## src/rtl/procfixcba_biquad.sv

```systemverilog
// Streaming direct-form-I biquad with one shared multiplier.
// Each 7-cycle frame requests one sample, runs five multiply-accumulate
// steps and emits one saturated result.
module procfixcba_biquad #(
  parameter int W    = 31,
  parameter int CW   = 18,
  parameter int FRAC = 14,
  parameter int B0   = 16384,
  parameter int B1   = 0,
  parameter int B2   = 0,
  parameter int A1   = 0,
  parameter int A2   = 0
) (
  input  logic         clk,
  input  logic         rst,
  input  logic [W-1:0] in,
  output logic [W-1:0] io_out,
  output logic [1:0]   req_in,
  output logic [1:0]   out_en
);

  localparam int AW = 2 * W + CW;
  localparam int PW = W + CW;

  localparam logic signed [CW-1:0] B0_C = CW'(B0);
  localparam logic signed [CW-1:0] B1_C = CW'(B1);
  localparam logic signed [CW-1:0] B2_C = CW'(B2);
  localparam logic signed [CW-1:0] A1_C = CW'(A1);
  localparam logic signed [CW-1:0] A2_C = CW'(A2);

  typedef enum logic [2:0] {
    S_REQ = 3'd0,
    S_M0  = 3'd1,
    S_M1  = 3'd2,
    S_M2  = 3'd3,
    S_M3  = 3'd4,
    S_M4  = 3'd5,
    S_OUT = 3'd6
  } state_t;

  state_t                 state_r;
  logic                   req_r;
  logic                   out_en_r;
  logic signed [W-1:0]    io_out_r;
  logic signed [AW-1:0]   acc_r;
  logic signed [W-1:0]    x0_r;
  logic signed [W-1:0]    x1_r;
  logic signed [W-1:0]    x2_r;
  logic signed [W-1:0]    y1_r;
  logic signed [W-1:0]    y2_r;

  logic signed [CW-1:0]   coef_s;
  logic signed [W-1:0]    data_s;
  logic signed [PW-1:0]   prod_s;
  logic signed [AW-1:0]   prod_ext_s;
  logic signed [AW-1:0]   acc_next_s;
  logic signed [AW-1:0]   shifted_s;

  // Clamp a wide signed value into the W-bit two's complement range.
  function automatic logic signed [W-1:0] sat_fn(input logic signed [AW-1:0] v);
    logic signed [W-1:0] r;
    if ((&v[AW-1:W-1]) || (~|v[AW-1:W-1])) begin
      r = v[W-1:0];
    end else if (v[AW-1]) begin
      r = {1'b1, {(W-1){1'b0}}};
    end else begin
      r = {1'b0, {(W-1){1'b1}}};
    end
    return r;
  endfunction

  // Select the coefficient/data pair for the shared multiplier.
  always_comb begin
    coef_s = B0_C;
    data_s = x0_r;
    case (state_r)
      S_M0:    begin coef_s = B0_C; data_s = x0_r; end
      S_M1:    begin coef_s = B1_C; data_s = x1_r; end
      S_M2:    begin coef_s = B2_C; data_s = x2_r; end
      S_M3:    begin coef_s = A1_C; data_s = y1_r; end
      S_M4:    begin coef_s = A2_C; data_s = y2_r; end
      default: begin coef_s = B0_C; data_s = x0_r; end
    endcase
  end

  // Shared signed multiplier, operands widened so the product is exact.
  assign prod_s     = PW'(coef_s) * PW'(data_s);
  assign prod_ext_s = AW'(prod_s);

  // Next accumulator value: load, add feed-forward, subtract feedback.
  always_comb begin
    acc_next_s = acc_r;
    case (state_r)
      S_M0:       acc_next_s = prod_ext_s;
      S_M1, S_M2: acc_next_s = acc_r + prod_ext_s;
      S_M3, S_M4: acc_next_s = acc_r - prod_ext_s;
      default:    acc_next_s = acc_r;
    endcase
  end

  // Arithmetic shift floors toward minus infinity.
  assign shifted_s = acc_next_s >>> FRAC;

  // Frame sequencer, datapath registers and registered strobes.
  always_ff @(posedge clk or negedge rst) begin
    if (!rst) begin
      state_r  <= S_REQ;
      req_r    <= 1'b0;
      out_en_r <= 1'b0;
      io_out_r <= '0;
      acc_r    <= '0;
      x0_r     <= '0;
      x1_r     <= '0;
      x2_r     <= '0;
      y1_r     <= '0;
      y2_r     <= '0;
    end else begin
      case (state_r)
        S_REQ: begin
          // req_r low here only in the first cycle after reset release.
          if (req_r) begin
            x0_r    <= $signed(in);
            req_r   <= 1'b0;
            state_r <= S_M0;
          end else begin
            req_r   <= 1'b1;
          end
        end
        S_M0: begin
          acc_r   <= acc_next_s;
          state_r <= S_M1;
        end
        S_M1: begin
          acc_r   <= acc_next_s;
          state_r <= S_M2;
        end
        S_M2: begin
          acc_r   <= acc_next_s;
          state_r <= S_M3;
        end
        S_M3: begin
          acc_r   <= acc_next_s;
          state_r <= S_M4;
        end
        S_M4: begin
          // Result is presented during S_OUT, so it is registered here.
          acc_r    <= acc_next_s;
          io_out_r <= sat_fn(shifted_s);
          out_en_r <= 1'b1;
          state_r  <= S_OUT;
        end
        S_OUT: begin
          out_en_r <= 1'b0;
          req_r    <= 1'b1;
          x2_r     <= x1_r;
          x1_r     <= x0_r;
          y2_r     <= y1_r;
          y1_r     <= io_out_r;
          state_r  <= S_REQ;
        end
        default: begin
          req_r    <= 1'b0;
          out_en_r <= 1'b0;
          state_r  <= S_REQ;
        end
      endcase
    end
  end

  assign io_out = io_out_r;
  assign req_in = {1'b0, req_r};
  assign out_en = {1'b0, out_en_r};

endmodule

```

## config.mk

```make
export PLATFORM = sky130hd
export DESIGN_NAME = procfixcba_biquad
export DESIGN_NICKNAME = d
export VERILOG_FILES = /design/src/rtl/procfixcba_biquad.sv
export SDC_FILE = /design/constraint.sdc
export NUM_CORES = 1
export LEC_CHECK = 0
export ABC_AREA = 1
export CAP_MARGIN = 20
export CORE_MARGIN = 3
export CORE_UTILIZATION = 45
export CTS_CLUSTER_DIAMETER = 100
export DETAILED_ROUTE_END_ITERATION = 8
export HOLD_SLACK_MARGIN = 0.15
export PLACE_DENSITY = 0.66
export SLEW_MARGIN = 25
export SYNTH_ARGS = -nofsm -noshare
export SYNTH_HDL_FRONTEND = slang
export SYNTH_SLANG_ARGS = --single-unit
```

## constraint.sdc

```tcl
create_clock -name clk -period 8 [get_ports clk]
set_input_delay 1.2 -clock clk [delete_from_list [all_inputs] [get_ports clk]]
set_output_delay 1.2 -clock clk [all_outputs]
set_load 0.01 [all_outputs]
```

# --- Word-level counts from Yosys, hierarchy flattened ---
# Index checks and enable logic that the tools add are counted.
op_classes:
  addsub: 2
  n_mul: 1
  div: 0
  magnitude_cmp: 0
  eq_ne: 7
  shifts: 0
  n_mux: 10
  bitwise_logic: 0
  n_reduce_logical: 13
op_table:
  columns: ["cell", "count"]
  rows:
  - ["$pmux W80 S3", 1]
  - ["$pmux W31 S4", 1]
  - ["$add A80 B47 Y80", 1]
  - ["$sub A80 B47 Y80", 1]
  - ["$mux W31", 2]
  - ["$mul A16 B31 Y47", 1]
  - ["$reduce_and A36 Y1", 1]
  - ["$reduce_or A36 Y1", 1]
  - ["$pmux W3 S6", 1]
  - ["$mux W15", 1]
  - ["$reduce_or A5 Y1", 2]
  - ["$eq A3 B3 Y1 const B", 3]
  - ["$eq A3 B2 Y1 const B", 2]
  - ["$reduce_and A2 Y1", 2]
  - ["$reduce_or A2 Y1", 2]
  - ["$reduce_or A4 Y1", 1]
  - ["$eq A3 B1 Y1 const B", 1]
  - ["$logic_not A3 Y1", 1]
  - ["$mux W3", 1]
  - ["$pmux W1 S3", 1]
  - ["$reduce_bool A3 Y1", 1]
  - ["$ne A2 B2 Y1 const B", 1]
  - ["$pmux W1 S2", 1]
  - ["$logic_not A1 Y1", 1]
  - ["other kinds (2)", 2]
totals:
  regBits: 271
  latchBits: 0
  mem_bits_rw: 0
  mem_bits_ro: 0
  inputBits: 33
  out_inout_bits: 35
  elab_cells: 44
  n_memories: 0

# --- Longest topological paths before layout ---
logic_depth:
  word_depth: 10
  depth_mapped: 48
  ltp_nobuf: 45

# --- Worst setup path before layout ---
# Ideal clock, no wire load.
synth_timing:
  path_kind: "reg2reg"
  from: "reg state_r[0]"
  to: "reg io_out_r[16] (netlist: io_out[16])"
  setup_time_ps: 123
  t_arrival_ps: 5595
  required_time_ps: 7877
  path_slack_ps: 2282
  path_stages_with_launch: 44
  n_path_buf: 4
  synth_period_minus_slack_ps: 5718
  cell_sequence: "dfrtp_1 -> nor2_1 -> nand2_1 -> nand2_4 -> nor2_8 -> buf_6 -> clkbuf_1 -> nand2_1 -> ha_1 -> nand2_1 -> nor2_2 -> nand2_1 -> nor3_1 -> nand4_1 -> nor2_1 -> nand2_1 -> nor2_2 -> nand2_1 -> [... 8 more ...] -> inv_1 -> nor2_1 -> nand2_1 -> nor2_1 -> nand2_1 -> nand2_1 -> nor2_1 -> a21oi_1 -> nor2_1 -> nor2_1 -> nand2_1 -> nor2_1 -> nand2_1 -> nor2_1 -> nand3_2 -> a21oi_4 -> buf_6 -> a21oi_1"
synth_between:
  elab_chain_len: 10
  word_cells_on_any_way: 20
synth_lines:
  columns: ["element", "line", "source"]
  rows:
  - ["from (decl)", "41", "state_t state_r;"]
  - ["from (signal assigned)", "107", "state_r <= S_REQ;"]
  - ["from (signal assigned)", "124", "state_r <= S_M0;"]
  - ["from (signal assigned)", "131", "state_r <= S_M1;"]
  - ["$eq A3 B3 Y1, or another cell as far along", "76, 93, 118", null]
  - ["$reduce_or A4 Y1 (no line)", null, null]
  - ["$mux W15", "76", "case (state_r)"]
  - ["$mul A16 B31 Y47", "87", "assign prod_s = PW'(coef_s) * PW'(data_s);"]
  - ["$sub A80 B47 Y80 / $add A80 B47 Y80 (equally long branches)", "96, 95", null]
  - ["$pmux W80 S3", "93", "case (state_r)"]
  - ["$reduce_or A36 Y1", "62", "if ((&v[AW-1:W-1]) || (~|v[AW-1:W-1])) begin"]
  - ["$logic_not A1 Y1", "62", null]
  - ["$logic_or A1 B1 Y1", "62", null]
  - ["$mux W31", "62", null]
  - ["to (signal assigned)", "148", "io_out_r <= sat_fn(shifted_s);"]
  - ["to (decl)", "44", "logic signed [W-1:0] io_out_r;"]
# Several ways; a longest one is shown, not always the timed one.
# A chain may end at the register's enable or synchronous reset.

# --- Worst setup path in the final report ---
layout_timing:
  from: "reg state_r[0]"
  to: "reg io_out_r[6] (netlist: io_out[6])"
# The elaborated chain is that of the path after synthesis.

==> results.ini <==
[global_route]
antenna_found_initial = 0
grt_pass1_vias = 14200
grt_pass1_wl_mm = 75.3
grt-ovfl-total = 0
grt.total_usage_pct = 28.9
grt_max_degree = 81

[clock_tree]
clkTransAtPathRegs_ns = 0.06
cts_hold_buf = 0
post_cts_resized = 0
clk_path_buf_depth = 2
cts_setup_buffers = 0
clkLatencyLatePin_ns = 0.45
cts_made_buffers = 17
cts_root_buf = clkbuf_16
cts.sinks = 142
cts_tree = built
htreeDepth = 4

[place]
io_buffer_count = 65
placedCellCount = 2811
gp_congestion = 1.08
place_hpwl_mm = 37.6

[final_layout]
finalNetCount = 2542
final_common_cell = nand2_1
fill_cells = 3194
final_cells = 2843
final_cell_mix = nand2_1 (940), inv_1 (480), nor2_1 (205)
seqCellArea_mm2 = 0.00355
syn2layout_area_growth_pct = 11.1
multiInputGateArea_mm2 = 0.00817
drive_gt1_share_pct = 4.28
antennaDiodeCount = 0

[drt]
routed_wl_mm = 46.8
vias = 14700
drc = 0
first_pass_iters = 6
via_per_inst = 5.16
drt_iter0_drc = 1316
antenna_left = 0
avgRoutedWirePerCell_um = 16.5

[critical_path]
slowest_stage = dfrtp_1
crit_arrival_ns = 7.75
cp_max_fo = 30
r2r_end = io_out[6]
end_kind = register
r2r_start = state_r[0]
crit_required_ns = 8.38
regToRegSetupSlack_ns = 0.63
r2r_cells = 44
crit_path_frequent_cell = nand2_1
crit_type = reg2reg
startpoint_type = register
critPathMaxStageDelay_ns = 0.45

[floorplan]
pin_count = 68
core-area_mm2 = 0.0300
start_util_pct = 46.2
die_w_um = 181
placement_rows = 63
die-area_mm2 = 0.0329
die_y_um = 181

[logic_synthesis]
synth-seq-cells = 142
netlist_area_mm2 = 0.0138
syn-instance-count = 2394
yosysWarningCount = 0
synth_edf_count = 0
synth_cell_types = 47
yosysSeqAreaShare_pct = 25.7
synth_flop_cell = dfrtp_1
avgSynthCellArea_um2 = 5.78
async_flop_share_pct = 100

[timing]
finalHoldViolations = 0
setup_viol = 0
setup_tns_ns = 0
period_needed_ns = 7.37
rsz0062_at_grt = false
drv_slew = 0
worst_slew_pin_slew_ns = 0.934
slew_headroom_pct = 37.6
fin_crit_sh_pct = 92.1
max_freq_ghz = 0.136
fin_skew_ns = 0.0137

[min_path]
hold_path_end = acc_r[5]
hold_start = acc_r[5]
min_path_type = reg2reg
hold_depth = 2

[outcome]
status = finished, final reports clean

[flow_run]
maxCapViolations = 0

[power_and_ir_drop]
leakage_nw = 8.95
irDropWorstVdd_uv = 162
power_density_mw_per_mm2 = 326

## state kept, by name, indices dropped and copies added (netlist names)
signal and cells:
io_out 31, x0_r 31, state_r 3, out_en_r 1, req_r 1, acc_r 75
## cell type report
type,count,area share (%)
multi-input combinational,1717,53.2
sequential,142,23.1
inverter,485,11.9
timing repair buffer,77,4.91
clock buffer,24,3.20
tap,390,3.18
clock inverter,8,0.529
## logic make-up after synthesis
group / Yosys count / synth area share (%)
compound gates: 257 / 11.1
fa+ha+maj: 69 / 6.24
buf+inv: 536 / 15.4
flops: 142 / 25.7
other cells: 1 / 0.0271
xor+xnor: 18 / 1.14
simple gates: 1371 / 40.4
## through the flow
step                      hold WS (ns)  instance area (um^2)  util, %  total power [mW]  setup slack [ns]
after CTS                        0.494                 15400     51.3              4.97             0.820
final                            0.485                 15400     51.3              5.01             0.632
after detailed placement         0.477                 14800     49.4              4.17             0.906
after global placement           0.459                 14800     49.4              4.14              1.04
after global routing             0.526                 15400     51.3              5.48            0.0917
after floorplan                  0.437                 13800        -              3.20              2.28
## synthesized netlist by cell type, types with 13 or more instances
| library cell | n | area share, % |
|---|---|---|
| nand2_1 | 940 | 26 |
| inv_1 | 480 | 13 |
| nor2_1 | 206 | 5.6 |
| dfrtp_1 | 142 | 26 |
| nand3_1 | 124 | 4.5 |
| a21oi_1 | 92 | 3.3 |
| o21ai_0 | 89 | 3.2 |
| ha_1 | 69 | 6.2 |
| clkbuf_1 | 27 | 0.73 |
| o211ai_1 | 27 | 1.5 |
| a21oi_2 | 26 | 1.6 |
| nand4_1 | 25 | 1.1 |
| nor3_1 | 25 | 0.90 |
| nand3b_1 | 15 | 0.81 |
| nor2_2 | 14 | 0.63 |
| xor2_1 | 13 | 0.82 |
## critical path, delay by kind of cell, from the launching register on
family / cells / cell delay (ns)
AOI/OAI and AO/OA: 2 / 0.57
and+or+nand+nor: 36 / 4.96
DFF: 1 / 0.45
adders and majority gates: 3 / 0.80
buffers and inverters: 3 / 0.43
## worst max-delay path by stage
stage,start,end,cells after the start
after floorplan,state_r[0],io_out[16],43
after global placement,state_r[0],io_out[3],44
after detailed placement,state_r[0],io_out[6],44
after CTS,state_r[0],io_out[6],44
after global routing,state_r[0],io_out[18],44
final,state_r[0],io_out[6],44
## power breakdown
group / total, mW / internal (mW) / switching, mW
sequential: 1.13 / 0.967 / 0.160
clock: 0.780 / 0.461 / 0.319
combinational: 3.10 / 1.04 / 2.06
total: 5.01 / 2.47 / 2.54
## routing by layer
metal  GRT usage, %  part of all wire (%)  vias to the layer above
li1               -                     -                     7396
met1           40.8                    46                     6719
met2           45.9                    44                      502
met3           4.77                   7.8                       63
met4           7.80                   2.3                        0
met5              0                     0                        -
(Power assumes the default switching activity.)
